<file path="src/rtl/scan_pkg.sv">
// Shared encodings and widths for the decoder scan controller.
// GAP is only reachable when SCAN_BLANK_GAP_EN is defined.
package scan_pkg;

    localparam int ADDR_W  = 4;
    localparam int DWELL_W = 8;

    typedef enum logic [1:0] {
        ST_IDLE = 2'd0,
        ST_SCAN = 2'd1,
        ST_GAP  = 2'd2
    } scan_state_e;

endpackage

</file>
<file path="src/rtl/dwell_timer.sv">
// Dwell counter: counts held cycles at one address and flags the last one.
// Clear wins over count enable.
module dwell_timer
    import scan_pkg::*;
#(
    parameter int PRESCALE = 4
) (
    input  logic Clock,
    input  logic Reset,
    input  logic clear,
    input  logic count_en,
    output logic tc
);

    logic [DWELL_W-1:0] count;

    always_ff @(posedge Clock or posedge Reset) begin
        if (Reset) begin
            count <= '0;
        end else if (clear) begin
            count <= '0;
        end else if (count_en) begin
            count <= count + 1'b1;
        end
    end

    assign tc = (count == DWELL_W'(PRESCALE - 1));

endmodule

</file>
<file path="src/rtl/decoder_scan_ctrl.sv">
// Walks the 4-to-16 decoder select 0..LAST_ADDR, holding each address PRESCALE cycles.
// Optional SCAN_BLANK_GAP_EN inserts a one-cycle En=0 gap at every address change.
module decoder_scan_ctrl
    import scan_pkg::*;
#(
    parameter int PRESCALE  = 4,
    parameter int LAST_ADDR = 15
) (
    input  logic              Clock,
    input  logic              Reset,
    input  logic              Start,
    input  logic              Stop,
    input  logic              Mode,
    input  logic              Hold,
    output logic [ADDR_W-1:0] w,
    output logic              En,
    output logic              Busy,
    output logic              Done,
    output logic [1:0]        scan_state
);

    localparam logic [ADDR_W-1:0] LAST_W = ADDR_W'(LAST_ADDR);

    initial begin
        if (PRESCALE < 1 || PRESCALE > 255)
            $fatal(1, "decoder_scan_ctrl: PRESCALE must be 1..255");
        if (LAST_ADDR < 0 || LAST_ADDR > 15)
            $fatal(1, "decoder_scan_ctrl: LAST_ADDR must be 0..15");
    end

    scan_state_e state;
    logic        mode_q;
    logic        tc;
    logic        advance;
    logic        dwell_clear;
    logic        dwell_en;

    // The counter only runs in SCAN; every other state parks it at zero.
    assign advance     = (state == ST_SCAN) && !Stop && !Hold;
    assign dwell_clear = (state != ST_SCAN) || Stop || (advance && tc);
    assign dwell_en    = advance && !tc;
    assign scan_state  = state;

    dwell_timer #(.PRESCALE(PRESCALE)) u_dwell (
        .Clock   (Clock),
        .Reset   (Reset),
        .clear   (dwell_clear),
        .count_en(dwell_en),
        .tc      (tc)
    );

    always_ff @(posedge Clock or posedge Reset) begin
        if (Reset) begin
            state  <= ST_IDLE;
            w      <= '0;
            En     <= 1'b0;
            Busy   <= 1'b0;
            Done   <= 1'b0;
            mode_q <= 1'b0;
        end else begin
            Done <= 1'b0;
            if (Stop) begin
                state <= ST_IDLE;
                w     <= '0;
                En    <= 1'b0;
                Busy  <= 1'b0;
            end else begin
                case (state)
                    ST_IDLE: begin
                        if (Start) begin
                            state  <= ST_SCAN;
                            w      <= '0;
                            En     <= 1'b1;
                            Busy   <= 1'b1;
                            mode_q <= Mode;
                        end
                    end
                    ST_SCAN: begin
                        if (!Hold && tc) begin
                            if (w < LAST_W) begin
                                w <= w + 1'b1;
`ifdef SCAN_BLANK_GAP_EN
                                state <= ST_GAP;
                                En    <= 1'b0;
`endif
                            end else if (mode_q) begin
                                w    <= '0;
                                Done <= 1'b1;
`ifdef SCAN_BLANK_GAP_EN
                                state <= ST_GAP;
                                En    <= 1'b0;
`endif
                            end else begin
                                state <= ST_IDLE;
                                w     <= '0;
                                En    <= 1'b0;
                                Busy  <= 1'b0;
                                Done  <= 1'b1;
                            end
                        end
                    end
`ifdef SCAN_BLANK_GAP_EN
                    ST_GAP: begin
                        state <= ST_SCAN;
                        En    <= 1'b1;
                    end
`endif
                    default: begin
                        state <= ST_IDLE;
                        w     <= '0;
                        En    <= 1'b0;
                        Busy  <= 1'b0;
                    end
                endcase
            end
        end
    end

endmodule

</file>
<file path="config.mk">
export PLATFORM = sky130hd
export DESIGN_NAME = decoder_scan_ctrl
export DESIGN_NICKNAME = d
export VERILOG_FILES = /design/src/rtl/scan_pkg.sv /design/src/rtl/dwell_timer.sv /design/src/rtl/decoder_scan_ctrl.sv
export SDC_FILE = /design/constraint.sdc
export NUM_CORES = 1
export LEC_CHECK = 0
export ABC_AREA = 1
export BUFFER_PORTS_ARGS = -buffer_cell sky130_fd_sc_hd__buf_4
export CAP_MARGIN = 20
export CORE_UTILIZATION = 40
export DETAILED_ROUTE_END_ITERATION = 10
export PLACE_DENSITY_LB_ADDON = 0.3
export SKIP_LAST_GASP = 1
export SYNTH_ARGS = -nofsm -noshare
export SYNTH_HDL_FRONTEND = slang
export SYNTH_SLANG_ARGS = --single-unit
</file>
<file path="constraint.sdc">
create_clock -name Clock -period 1.2 [get_ports Clock]
set_input_delay 0.06 -clock Clock [delete_from_list [all_inputs] [get_ports Clock]]
set_output_delay 0.06 -clock Clock [all_outputs]
set_load 0.02 [all_outputs]
</file>
== Yosys cells after proc, flatten, opt, wreduce, memory -nomap -nowiden ==
Index checks and enable logic that the tools add are counted.
Word-level totals
  register bits: 17
  word-level logic and storage cells: 55
  input port bits: 6
  output and inout port bits: 9
Cells by class
  eq/ne operators: 7
  order comparisons: 1
  reductions and logical operators: 15
  bitwise operators: 1
  add/sub/neg operators: 2
  multiplexer cells: 23
Operators with widths (count)
  two-way mux 4 bit: 4
  two-way mux 8 bit: 2
  two-way mux 2 bit: 5
  two-way mux 1 bit: 9
  inequality test 3 bit, second input constant: 3
  adder 8 x 1 -> 8 bit, second input constant: 1
  == test 8 x 2 -> 1 bit, second input constant: 1
  case mux 4 bit (2 select lines): 1
  logical AND 1 bit: 5
  adder 4 x 1 -> 4 bit, second input constant: 1
  less-than comparator 4 bit, second input constant: 1
  case mux 2 bit (2 select lines): 1
  AND reduction 4 bit: 1
  zero test 1 bit: 3
  inequality test 3 x 2 -> 1 bit, second input constant: 1
  AND reduction 3 bit: 1
  == test 2 x 1 -> 1 bit, second input constant: 1
  zero test 2 bit: 1
  logical OR 1 bit: 2
  inequality test 2 x 1 -> 1 bit, second input constant: 1
  case mux 1 bit (2 select lines): 1
  AND reduction 2 bit: 1
  nonzero test 2 bit: 1
  NOT 1 bit: 1

== Logic depth before layout (Yosys ltp) ==
Gate-level depths: netlist of run 1.
  word-level depth: 6
  depth in mapped cells: 8

== Modules after synthesis ==
A second synthesis of run 1 with hierarchy kept.
Unflattened totals
  cell total of the unflattened synthesis: 124
  area, all modules: 929.6 sq um
Modules (own cells, without submodules)
  dwell_timer: cells an instance 67, area each 495.5 sq um, instances 1
  decoder_scan_ctrl: cells an instance 57, area each 434.2 sq um, instances 1

== Worst setup path before layout of run 1 ==
Ideal clock, no wire load.
  path kind: reg-to-reg
  start: reg w[0]
  end: reg w[2]
  path buffers: 0
  cell stages (with the launch flop): 5
  slack: -53 ps
  required time: 1078 ps
  arrival: 1131 ps
  setup time: 122 ps
  cells stage by stage: dfrtp_1 > ha_1 > or2_2 > nand4_1 > o21ai_1
On the way
  cells in the longest elaborated chain, start to end: 5
RTL lines
  start, declared: line decoder_scan_ctrl.sv:15  | output logic [ADDR_W-1:0] w,
  start signal, assigned: line decoder_scan_ctrl.sv:81  | w <= w + 1'b1;
  adder 4 x 1 -> 4 bit / less-than comparator 4 bit (equally long branches): line decoder_scan_ctrl.sv:81, decoder_scan_ctrl.sv:80
  two-way mux 4 bit *: line decoder_scan_ctrl.sv:80  | if (w < LAST_W) begin
  two-way mux 4 bit *: line decoder_scan_ctrl.sv:79  | if (!Hold && tc) begin
  case mux 4 bit (2 select lines) *: line decoder_scan_ctrl.sv:68  | case (state)
  two-way mux 4 bit *: line decoder_scan_ctrl.sv:62  | if (Stop) begin
Mark *: on every way between the ends. The rest lies on a longest branch, timed or not. The select of a mux whose other input is x is not followed.
A chain may end at the register's enable or synchronous reset.

== Worst setup path after layout of run 1 ==
  start: reg u_dwell.count[0]
  end: reg u_dwell.count[4]
On the way
  cells in the longest elaborated chain, start to end: 4
RTL lines
  start, declared: line dwell_timer.sv:15  | logic [DWELL_W-1:0] count;
  start signal, assigned: line dwell_timer.sv:23  | count <= count + 1'b1;
  parallel branches: the longest is 4 deep, another holds adder 8 x 1 -> 8 bit
Several ways; the timed one is not identified. The select of a mux whose other input is x is not followed.

==> results of run 1 <==
-- layout by cell type, fill, tap and decap left out --
master,netlist,layout
dfrtp_1,15,12
buf_4,3,25
nand2_4,1,3
nand3_1,7,5
clkinv_2,0,1
clkbuf_4,0,3
dfrtp_2,0,3
o21ai_1,5,4
xor2_1,2,2
o21ai_2,0,1
nor2_2,2,4
nand2_1,30,29
conb_1,1,1
dlygate4sd3_1,0,2
a21oi_1,2,2
inv_1,12,12
o21ai_0,1,1
nor2_1,18,15
a31oi_1,2,2
inv_2,6,6
ha_2,0,2
nor2_4,1,2
nand4_1,3,3
or2_2,1,1
nor3_2,0,1
nand3_2,1,3
-- sequential cells by signal, summed over array words and instances, names as in the netlist --
name / flops
mode_q: 1
Done: 1
w: 4
Busy: 1
u_dwell.count: 8
-- stage by stage --
stage	utilization	setup slack, ps	setup TNS [ps]	std cells	hold WS, ps
after floorplan	-	3.68	0	117	-38.7
after global placement	0.526	42.0	0	164	49.0
after detailed placement	0.526	-8.77	-24.4	164	50.9
after CTS	0.558	-13.6	-20.8	171	20.1
after global routing	0.579	-89.1	-909	172	21.1
final	0.579	-16.7	-19.7	172	8.31
-- logic make-up (layout without fill, tap and decap cells) --
group	after synthesis	after routing	synth area share
other cells	1	1	0.00436
compound gates	10	10	0.0610
flops	15	15	0.436
xor+xnor	2	2	0.0204
buf+inv	21	49	0.105
simple gates	66	66	0.344
fa+ha+maj	2	2	0.0291
-- layer usage --
metal,vias to the layer above,global-route usage
met1,374,0.225
met3,5,0.0189
met5,-,0
li1,421,-
met2,12,0.286
met4,0,0.0735
-- synthesized netlist by cell type --
cell,number,area share
nor3_1,1,0.0058
inv_2,6,0.026
a31oi_1,2,0.015
a21oi_1,2,0.012
nand4_1,3,0.022
o21ai_0,1,0.0058
o21ai_1,5,0.029
nand3_1,7,0.041
nand2_4,1,0.013
nand3_2,1,0.012
inv_1,12,0.052
nor2_1,18,0.078
ha_1,2,0.029
or2_2,1,0.0073
nor2_4,1,0.013
xor2_1,2,0.020
nand2_1,30,0.13
buf_4,3,0.026
nand2_2,1,0.0073
conb_1,1,0.0044
nor2_2,2,0.015
dfrtp_1,15,0.44
-- timing repair --
action                     in CTS  in global routing
hold buffers                    2                  0
buffers inserted                1                  2
setup endpoints to repair       5                 14
pin swaps                       4                  5
gates resized for setup         2                 10
hold endpoints to repair        9                  0
-- power by group through the flow --
stage	Sequential (W)	Combinational [W]	Clock, W
final	0.000590	0.000420	0.000306
after global routing	0.000600	0.000466	0.000328
after CTS	0.000587	0.000406	0.000299
after detailed placement	0.000597	0.000385	0
after global placement	0.000596	0.000378	0
after floorplan	0.000610	0.000250	0
-- final timing paths --
check / to / startpoint
setup / recovery: u_dwell.count[4]$_DFFE_PP0P_ / u_dwell.count[0]$_DFFE_PP0P_
max in group asynchronous: u_dwell.count[7]$_DFFE_PP0P_ / Reset
hold reg to reg: mode_q$_DFFE_PP0P_ / mode_q$_DFFE_PP0P_
setup reg to reg: u_dwell.count[4]$_DFFE_PP0P_ / u_dwell.count[0]$_DFFE_PP0P_
hold / removal: mode_q$_DFFE_PP0P_ / Mode
min in group asynchronous: w[3]$_DFFE_PP0P_ / Reset
-- area by class of cell --
class                      count  area (um2)
multi-input combinational     81         444
sequential                    15         379
fill                         199         842
timing repair buffer          27         208
inverter                      18        67.6
clock inverter                 1        5.00
tap                           27        33.8
clock buffer                   3        22.5
-- worst register-to-register path, delay by kind of cell, from the launching register on --
family	cells	cell delay, ps
buf+inv	1	160
flops	1	410
simple gates	5	400
fa+ha+maj	1	200
==> key figures, run 1 <==
Outcome
  – Outcome: finished, violations left
  – Failing checks: setup timing

STA
  – Final Max Slew Viols: 0
  – Final worst path period share: 1.01
  – RSZ-0062 raised after global routing: yes
  – Crit path time final: around 1200 ps
  – Fin. Hold Viols: 0
  – Setup ws final: -16.7 ps
  – Clock skew: a little under 5 ps
  – Max Fclk: 822 MHz
  – Final setup viols: 3

Power
  – Peak VDD IR: ~810 uV
  – Power Total: 0.00132 W
  – Reg power frac: 0.448
  – Clock share of power: 0.233
  – Internal: 0.000845 W
  – Pwr/cell area: approximately 1100 nW/um2
  – Psw: 0.000471 W
  – Leak pwr: between 0.6 and 0.7 nW
  – Sw Share: 0.358
  – Combinational power share: 0.319

Die
  – I/O pin total: 15
  – Core Area: 2000 um2
  – Die area: 2340 um2
  – Die X: 48.4 um
  – Row count: 16
  – Die height: between 40 and 50 um
  – Initial Util: 0.430

Placement
  – Area of placed instances: 1050 um2
  – Port Buffers: 13
  – Post-DP HPWL: 1.36 mm
  – Final RePlAce weighted congestion: ~0.82

Route
  – Top Layer Used: met4
  – Vias: 812
  – Pre-antenna DRT Iters: 4
  – Met3 WL post-DR: 46 um
  – Iteration-0 DRC Markers: 10
  – Vias per cell: 4.72
  – Drt total wl: 1.85 mm
  – Drt wl/cell: 10.8 um
  – WL met2: 924 um
  – Met1 wire length: 848 um
  – Antenna-violating nets left: 0
  – DRC Markers: 0

Worst setup path
  – Worst path cell trace: ha_2 -> nand2_1 -> nor2_1 -> nand2_1 -> nand2_4 -> buf_4 -> nor2_1
  – CP required: 1420 ps
  – Critical path depth: 7
  – Worst Setup Path Type: register to register
  – Max Fanout on Critical Path: 6
  – Reg-to-reg setup timing slack: -20 ps
  – Worst Path Buf+Inv: 1
  – Setup crit end kind: register
  – Startpoint types: register
  – Max stage delay on crit path: 410 ps
  – R2R depth: 7
  – CP max-delay cell: dfrtp_1
  – Critical path data arrival time: 1440 ps
  – CP top delay family: flip-flops

CTS
  – CTS Sinks: 15
  – CTS max path bufs: 2
  – H-tree depth: 1
  – TritonCTS clock tree: yes
  – Clock root buffer master: clkbuf_4
  – Clk slew on worst S/H paths: 100 ps
  – Clk_lat worst skew: 290 ps
  – Num CTS Buffers: 3

GRT
  – Largest net degree at the start of global routing: 10
  – GR Overflow Total: 0
  – Tot GR Track Use: 0.171
  – Initial antenna violation count: 0
  – First-pass GRT wire length: 3.11 mm
  – Vias in the first global route: between 700 and 800

Hold path
  – Worst hold stages: 3
  – Worst Hold Class: input pin to register

Synthesis
  – Netlist cell types: 22
  – Yosys reg bits: 15
  – Syn nets: 125
  – Mapped Cells: between 100 and 150
  – Yosys warning total: 0
  – Post-Syn Area: 861 um2
  – Post-Syn Area per Cell: 7.36 um2
  – Register area share after synthesis: 0.436

Cells and area
  – Diode count: 0
  – # nets final: between 150 and 200
  – Area delta synth->final: 34.7%
  – Final Instance Area: between 1000 and 1500 um2
  – Layout cell share with drive strength beyond 1: 0.379

Job
  – Max-cap violations: 0
Note: power is estimated with default switching activity, not from simulation.
==> run 2, diff against run 1 <==
--- a/config.mk
+++ b/config.mk
@@ -11,6 +11,7 @@
 export CORE_UTILIZATION = 40
 export DETAILED_ROUTE_END_ITERATION = 10
 export PLACE_DENSITY_LB_ADDON = 0.3
+export RECOVER_POWER = 100
 export SKIP_LAST_GASP = 1
 export SYNTH_ARGS = -nofsm -noshare
 export SYNTH_HDL_FRONTEND = slang
==> key figures, run 2 (synthesis results as in run 1) <==
Outcome
  – Outcome: finished, violations left
  – Failing checks: setup timing

Hold path
  – Min-delay src: Mode
  – Worst Hold Class: input pin to register

Placement
  – Placed Cells: 164
  – Port Buffers: 13
  – Post-DP HPWL: 1.36 mm
  – Final RePlAce weighted congestion: 0.822

GRT
  – Vias in the first global route: 712
  – GR Overflow Total: 0
  – Initial antenna violation count: 0
  – Largest net degree at the start of global routing: 10
  – First-pass GRT wire length: 3.11 mm
  – Tot GR Track Use: 0.171

Die
  – Row count: 16
  – Core Area: 2000 um2
  – I/O pin total: 15
  – Initial Util: 0.430
  – Die X: 48.4 um
  – Die height: 48.4 um
  – Die area: around 2300 um2

Cells and area
  – Most frequent cells in the layout: nand2_1, buf_4, nor2_1
  – Max FFs per register: 8
  – Most common cell after layout, fill and taps aside: nand2_1
  – Post-route insts no fill: 172
  – # nets final: 154
  – Largest regs: u_dwell.count x8, w x4
  – Largest Register: u_dwell.count
  – Layout cell share with drive strength beyond 1: 0.366
  – Diode count: 0
  – Area delta synth->final: 33.9%

CTS
  – Clk_lat worst skew: 290 ps
  – H-tree depth: 1
  – CTS max path bufs: 2
  – Num CTS Buffers: 3
  – TritonCTS clock tree: yes
  – CTS Sinks: 15
  – Clock root buffer master: clkbuf_4
  – Clk slew on worst S/H paths: roughly 100 ps

Worst setup path
  – Setup crit end kind: register
  – Startpoint types: register
  – Worst Setup SP: u_dwell.count[0]$_DFFE_PP0P_
  – Critical path data arrival time: approximately 1400 ps
  – Worst Setup Path Type: register to register
  – Max Fanout on Critical Path: 6
  – CP required: 1420 ps
  – R2r startpoint: u_dwell.count[0]$_DFFE_PP0P_

STA
  – Final worst path period share: 1.02
  – Final setup viols: 5
  – Max Fclk: 820 MHz
  – Final Max Slew Viols: 0
  – Hold Slack: 7.30 ps
  – Total negative slack: -37.2 ps
  – Fin. Hold Viols: 0
  – RSZ-0062 raised after global routing: yes
  – Crit path time final: approximately 1200 ps
  – Clock skew: 5.05 ps
  – Setup ws final: -19.3 ps

Route
  – Drt total wl: 1.86 mm
  – Iteration-0 DRC Markers: 12
  – Vias: 807
  – Antenna-violating nets left: 0
  – Vias per cell: approximately 4.7
  – Drt wl/cell: 10.8 um
  – Pre-antenna DRT Iters: 4
  – DRC Markers: 0

Power
  – Pwr/cell area: 1140 nW/um2
  – Peak VDD IR: 807 uV
  – Leak pwr: 0.599 nW

Job
  – Max-cap violations: 0
-- run 2: changes by cell type in the layout (fill, tap and decap cells not counted) --
cell and change:
clkbuf_4 +1, buf_4 -3, clkbuf_1 +2
-- run 2: layout make-up --
type	instances	area (um2)
clock buffers	3	22.5
clock inverters	1	5.00
fillers	203	850
inverters	18	67.6
multi-input cells	81	444
flip-flops and latches	15	379
well taps	27	33.8
repair buffers	27	200
-- run 2: final timing paths --
kind / end / slack [ps] / cells past startpoint
min in group asynchronous: w[3]$_DFFE_PP0P_ / 280 / 3
min reg2reg: mode_q$_DFFE_PP0P_ / 560 / 2
max in group asynchronous: u_dwell.count[7]$_DFFE_PP0P_ / 260 / 4
max: u_dwell.count[4]$_DFFE_PP0P_ / -20 / 7
min: mode_q$_DFFE_PP0P_ / 7 / 3
max reg2reg: u_dwell.count[4]$_DFFE_PP0P_ / -20 / 7
-- run 2: timing repair --
action / in CTS / in global routing
pin swaps: 4 / 5
setup buffers: 1 / 2
hold endpoints to repair: 9 / 0
gates cloned: 0 / 0
endpoints found under the setup margin: 5 / 14
hold buffers: 2 / 0
gates resized for setup: 2 / 10
-- run 2: power by group --
part           switching [W]  total [W]  leakage [nW]  internal [W]
combinational       0.000245   0.000419         0.382      0.000173
sequential         0.0000440   0.000590         0.199      0.000546
clock               0.000183   0.000307        0.0177      0.000124
total               0.000472    0.00132         0.599      0.000843
-- run 2: worst max-delay path, cell delays in order, from the launching register on --
cell and delay [ps]:
dfrtp_1 410, ha_2 200, nand2_1 60, nor2_1 40, nand2_1 100, nand2_4 90
buf_4 160, nor2_1 100
-- run 2: stage by stage --
| stage | total power [W] | area, um2 | utilization | setup slack (ps) |
|---|---|---|---|---|
| final | 0.00132 | 1150 | 0.576 | -19.3 |
| after global routing | 0.00139 | 1150 | 0.576 | -89.1 |
| after CTS | 0.00129 | 1120 | 0.558 | -13.6 |
| after detailed placement | 0.000981 | 1050 | 0.526 | -8.77 |
| after global placement | 0.000974 | 1050 | 0.526 | 42.0 |
| after floorplan | 0.000860 | 868 | - | 3.68 |
-- run 2: layer usage --
| layer | GRT usage | part of all wire | up-vias |
|---|---|---|---|
| li1 | - | - | 419 |
| met1 | 0.225 | 0.46 | 371 |
| met2 | 0.286 | 0.49 | 12 |
| met3 | 0.0189 | 0.030 | 5 |
| met4 | 0.0735 | 0.018 | 0 |
| met5 | 0 | 0 | - |
==> run 3, diff against run 2 <==
--- a/config.mk
+++ b/config.mk
@@ -5,7 +5,7 @@
 export SDC_FILE = /design/constraint.sdc
 export NUM_CORES = 1
 export LEC_CHECK = 0
-export ABC_AREA = 1
+export ABC_AREA = 0
 export BUFFER_PORTS_ARGS = -buffer_cell sky130_fd_sc_hd__buf_4
 export CAP_MARGIN = 20
 export CORE_UTILIZATION = 40
==> key figures, run 3 <==
Outcome
  – Outcome: finished, violations left
  – Failing checks: setup timing

Die
  – Initial Util: 0.434
  – Core Area: slightly above 2000 um2
  – Die height: 48.9 um
  – Die area: 2390 um2
  – Die X: 48.9 um
  – Row count: 16
  – I/O pin total: 15

GRT
  – First-pass GRT wire length: 3.45 mm
  – Vias in the first global route: 779
  – Initial antenna violation count: 0
  – Tot GR Track Use: 0.188
  – Largest net degree at the start of global routing: 12
  – GR Overflow Total: 0

Route
  – Vias per cell: 5.48
  – DRC Markers: 0
  – Vias: 849
  – Iteration-0 DRC Markers: 9
  – Pre-antenna DRT Iters: 4
  – Drt total wl: 2.15 mm
  – Drt wl/cell: 13.9 um
  – Antenna-violating nets left: 0

Synthesis
  – Register area share after synthesis: 0.427
  – Async set or reset register ratio after synthesis: 1.00
  – Most instantiated library cell after synthesis: dfrtp_1
  – EDFF count, synth: 0
  – Yosys warning total: 0
  – Post-Syn Area per Cell: a little over 10 um2
  – Mapped Cells: 87
  – Netlist cell types: 34
  – Dominant cells by area after synthesis: dfrtp_1, o31ai_1, buf_6, or4_1, a21oi_1
  – Synth top area share: 0.427
  – Yosys reg bits: 15
  – Post-Syn Area: 878 um2
  – Most instantiated cells after synthesis: dfrtp_1, a21oi_1, inv_1, nand3_1, o31ai_1
  – Post-synth top area cell: dfrtp_1
  – Ys flop type: dfrtp_1
  – Syn nets: 95

CTS
  – CTS max path bufs: 2
  – Num CTS Buffers: 3
  – Clk slew on worst S/H paths: 90 ps
  – Clock root buffer master: clkbuf_4
  – Clk_lat worst skew: 280 ps
  – H-tree depth: 1
  – CTS Sinks: 15
  – TritonCTS clock tree: yes

Power
  – Internal: 0.000710 W
  – Peak VDD IR: a little over 600 uV
  – Leak pwr: between 0.5 and 0.6 nW
  – Reg power frac: 0.553
  – Power Total: ~0.00095 W
  – Clock share of power: 0.302
  – Pwr/cell area: 740 nW/um2
  – Psw: 0.000236 W
  – Sw Share: 0.250
  – Combinational power share: 0.145

Cells and area
  – Area delta synth->final: 45.6%
  – Max FFs per register: 8
  – Layout cell share with drive strength beyond 1: 0.438
  – Most common cell after layout, fill and taps aside: buf_4
  – Final core occ: 0.632
  – Largest regs: u_dwell.count x8, w x4
  – Largest Register: u_dwell.count
  – Diode count: 0
  – # nets final: 137
  – Most frequent cells in the layout: buf_4, dfrtp_1, clkbuf_1

Hold path
  – Worst Hold Class: input pin to register
  – Worst hold stages: 3

Worst setup path
  – CP required: around 1400 ps
  – Max Fanout on Critical Path: 4
  – Setup crit end kind: register
  – Worst Setup Path Type: register to register
  – R2R depth: 5
  – Startpoint types: register
  – Critical path data arrival time: approximately 1700 ps
  – Reg-to-reg setup timing slack: -350 ps

STA
  – Fin. Hold Viols: 0
  – RSZ-0062 raised after global routing: yes
  – Crit path time final: around 1500 ps
  – Setup ws final: -345 ps
  – Final Max Slew Viols: 0
  – Total negative slack: -3910 ps
  – Clock skew: 5.99 ps
  – Max Fclk: 647 MHz
  – Final worst path period share: 1.29
  – Hold Slack: just over 50 ps
  – Final setup viols: 15

Placement
  – Port Buffers: 13
  – Final RePlAce weighted congestion: 0.746
  – Post-DP HPWL: 1.50 mm

Job
  – Max-cap violations: 0
-- run 3: cell type report --
class	instances	area (um2)
flip-flops and latches	15	377
multi-input cells	61	514
repair buffers	43	309
clock buffers	4	26.3
well taps	27	33.8
fillers	173	743
inverters	5	18.8
-- run 3: worst max-delay path, cell delays in order (launching register included) --
cell and delay, ps:
dfrtp_1 370, ha_2 180, or4b_4 510, o21ai_4 180, buf_4 140, o31ai_2 60
-- run 3: per-stage QoR --
step / instance area [um2] / std cells / setup slack, ps
after detailed placement: 1170 / 145 / -330
final: 1280 / 155 / -345
after floorplan: 911 / 87 / -332
after CTS: 1250 / 152 / -315
after global routing: 1280 / 155 / -396
after global placement: 1170 / 145 / -295
-- run 3: routing by layer --
layer  global-route usage  routed length, um  vias to the layer above
li1                     -                  -                      410
met1                0.224                978                      429
met2                0.338               1120                       10
met3               0.0374                 48                        0
met4               0.0588                  0                        0
met5                    0                  0                        -
-- run 3: kinds of logic after synthesis --
kind of cell	after synthesis	share of synthesized area
AND/OR/NAND/NOR	34	0.256
AO/OA/AOI/OAI	21	0.162
flip-flops	15	0.427
buffers and inverters	11	0.0855
multiplexers	3	0.0356
adder cells (fa/ha/maj)	2	0.0285
other	1	0.00427
-- run 3: final timing paths --
| path | end | from |
|---|---|---|
| hold reg to reg | w[3]$_DFFE_PP0P_ | w[3]$_DFFE_PP0P_ |
| setup / recovery | u_dwell.count[0]$_DFFE_PP0P_ | u_dwell.count[0]$_DFFE_PP0P_ |
| hold / removal | Busy$_DFFE_PP0P_ | Stop |
| max in group asynchronous | u_dwell.count[4]$_DFFE_PP0P_ | Reset |
| min in group asynchronous | w[2]$_DFFE_PP0P_ | Reset |
| setup reg to reg | u_dwell.count[0]$_DFFE_PP0P_ | u_dwell.count[0]$_DFFE_PP0P_ |
-- run 3: what timing repair did --
item / CTS / global route
hold buffers: 3 / 0
setup buffers: 0 / 3
pin swaps: 4 / 6
setup endpoints to repair: 15 / 15
resized for setup: 5 / 8
endpoints found under the hold margin: 10 / 0
-- run 3: power groups by stage --
stage               clock, W  combinational, W  sequential (W)
floorplan                  0         0.0000736        0.000535
global placement           0          0.000112        0.000531
detailed placement         0          0.000114        0.000532
CTS                 0.000301          0.000127        0.000523
global route        0.000311          0.000148        0.000524
finish              0.000286          0.000137        0.000524
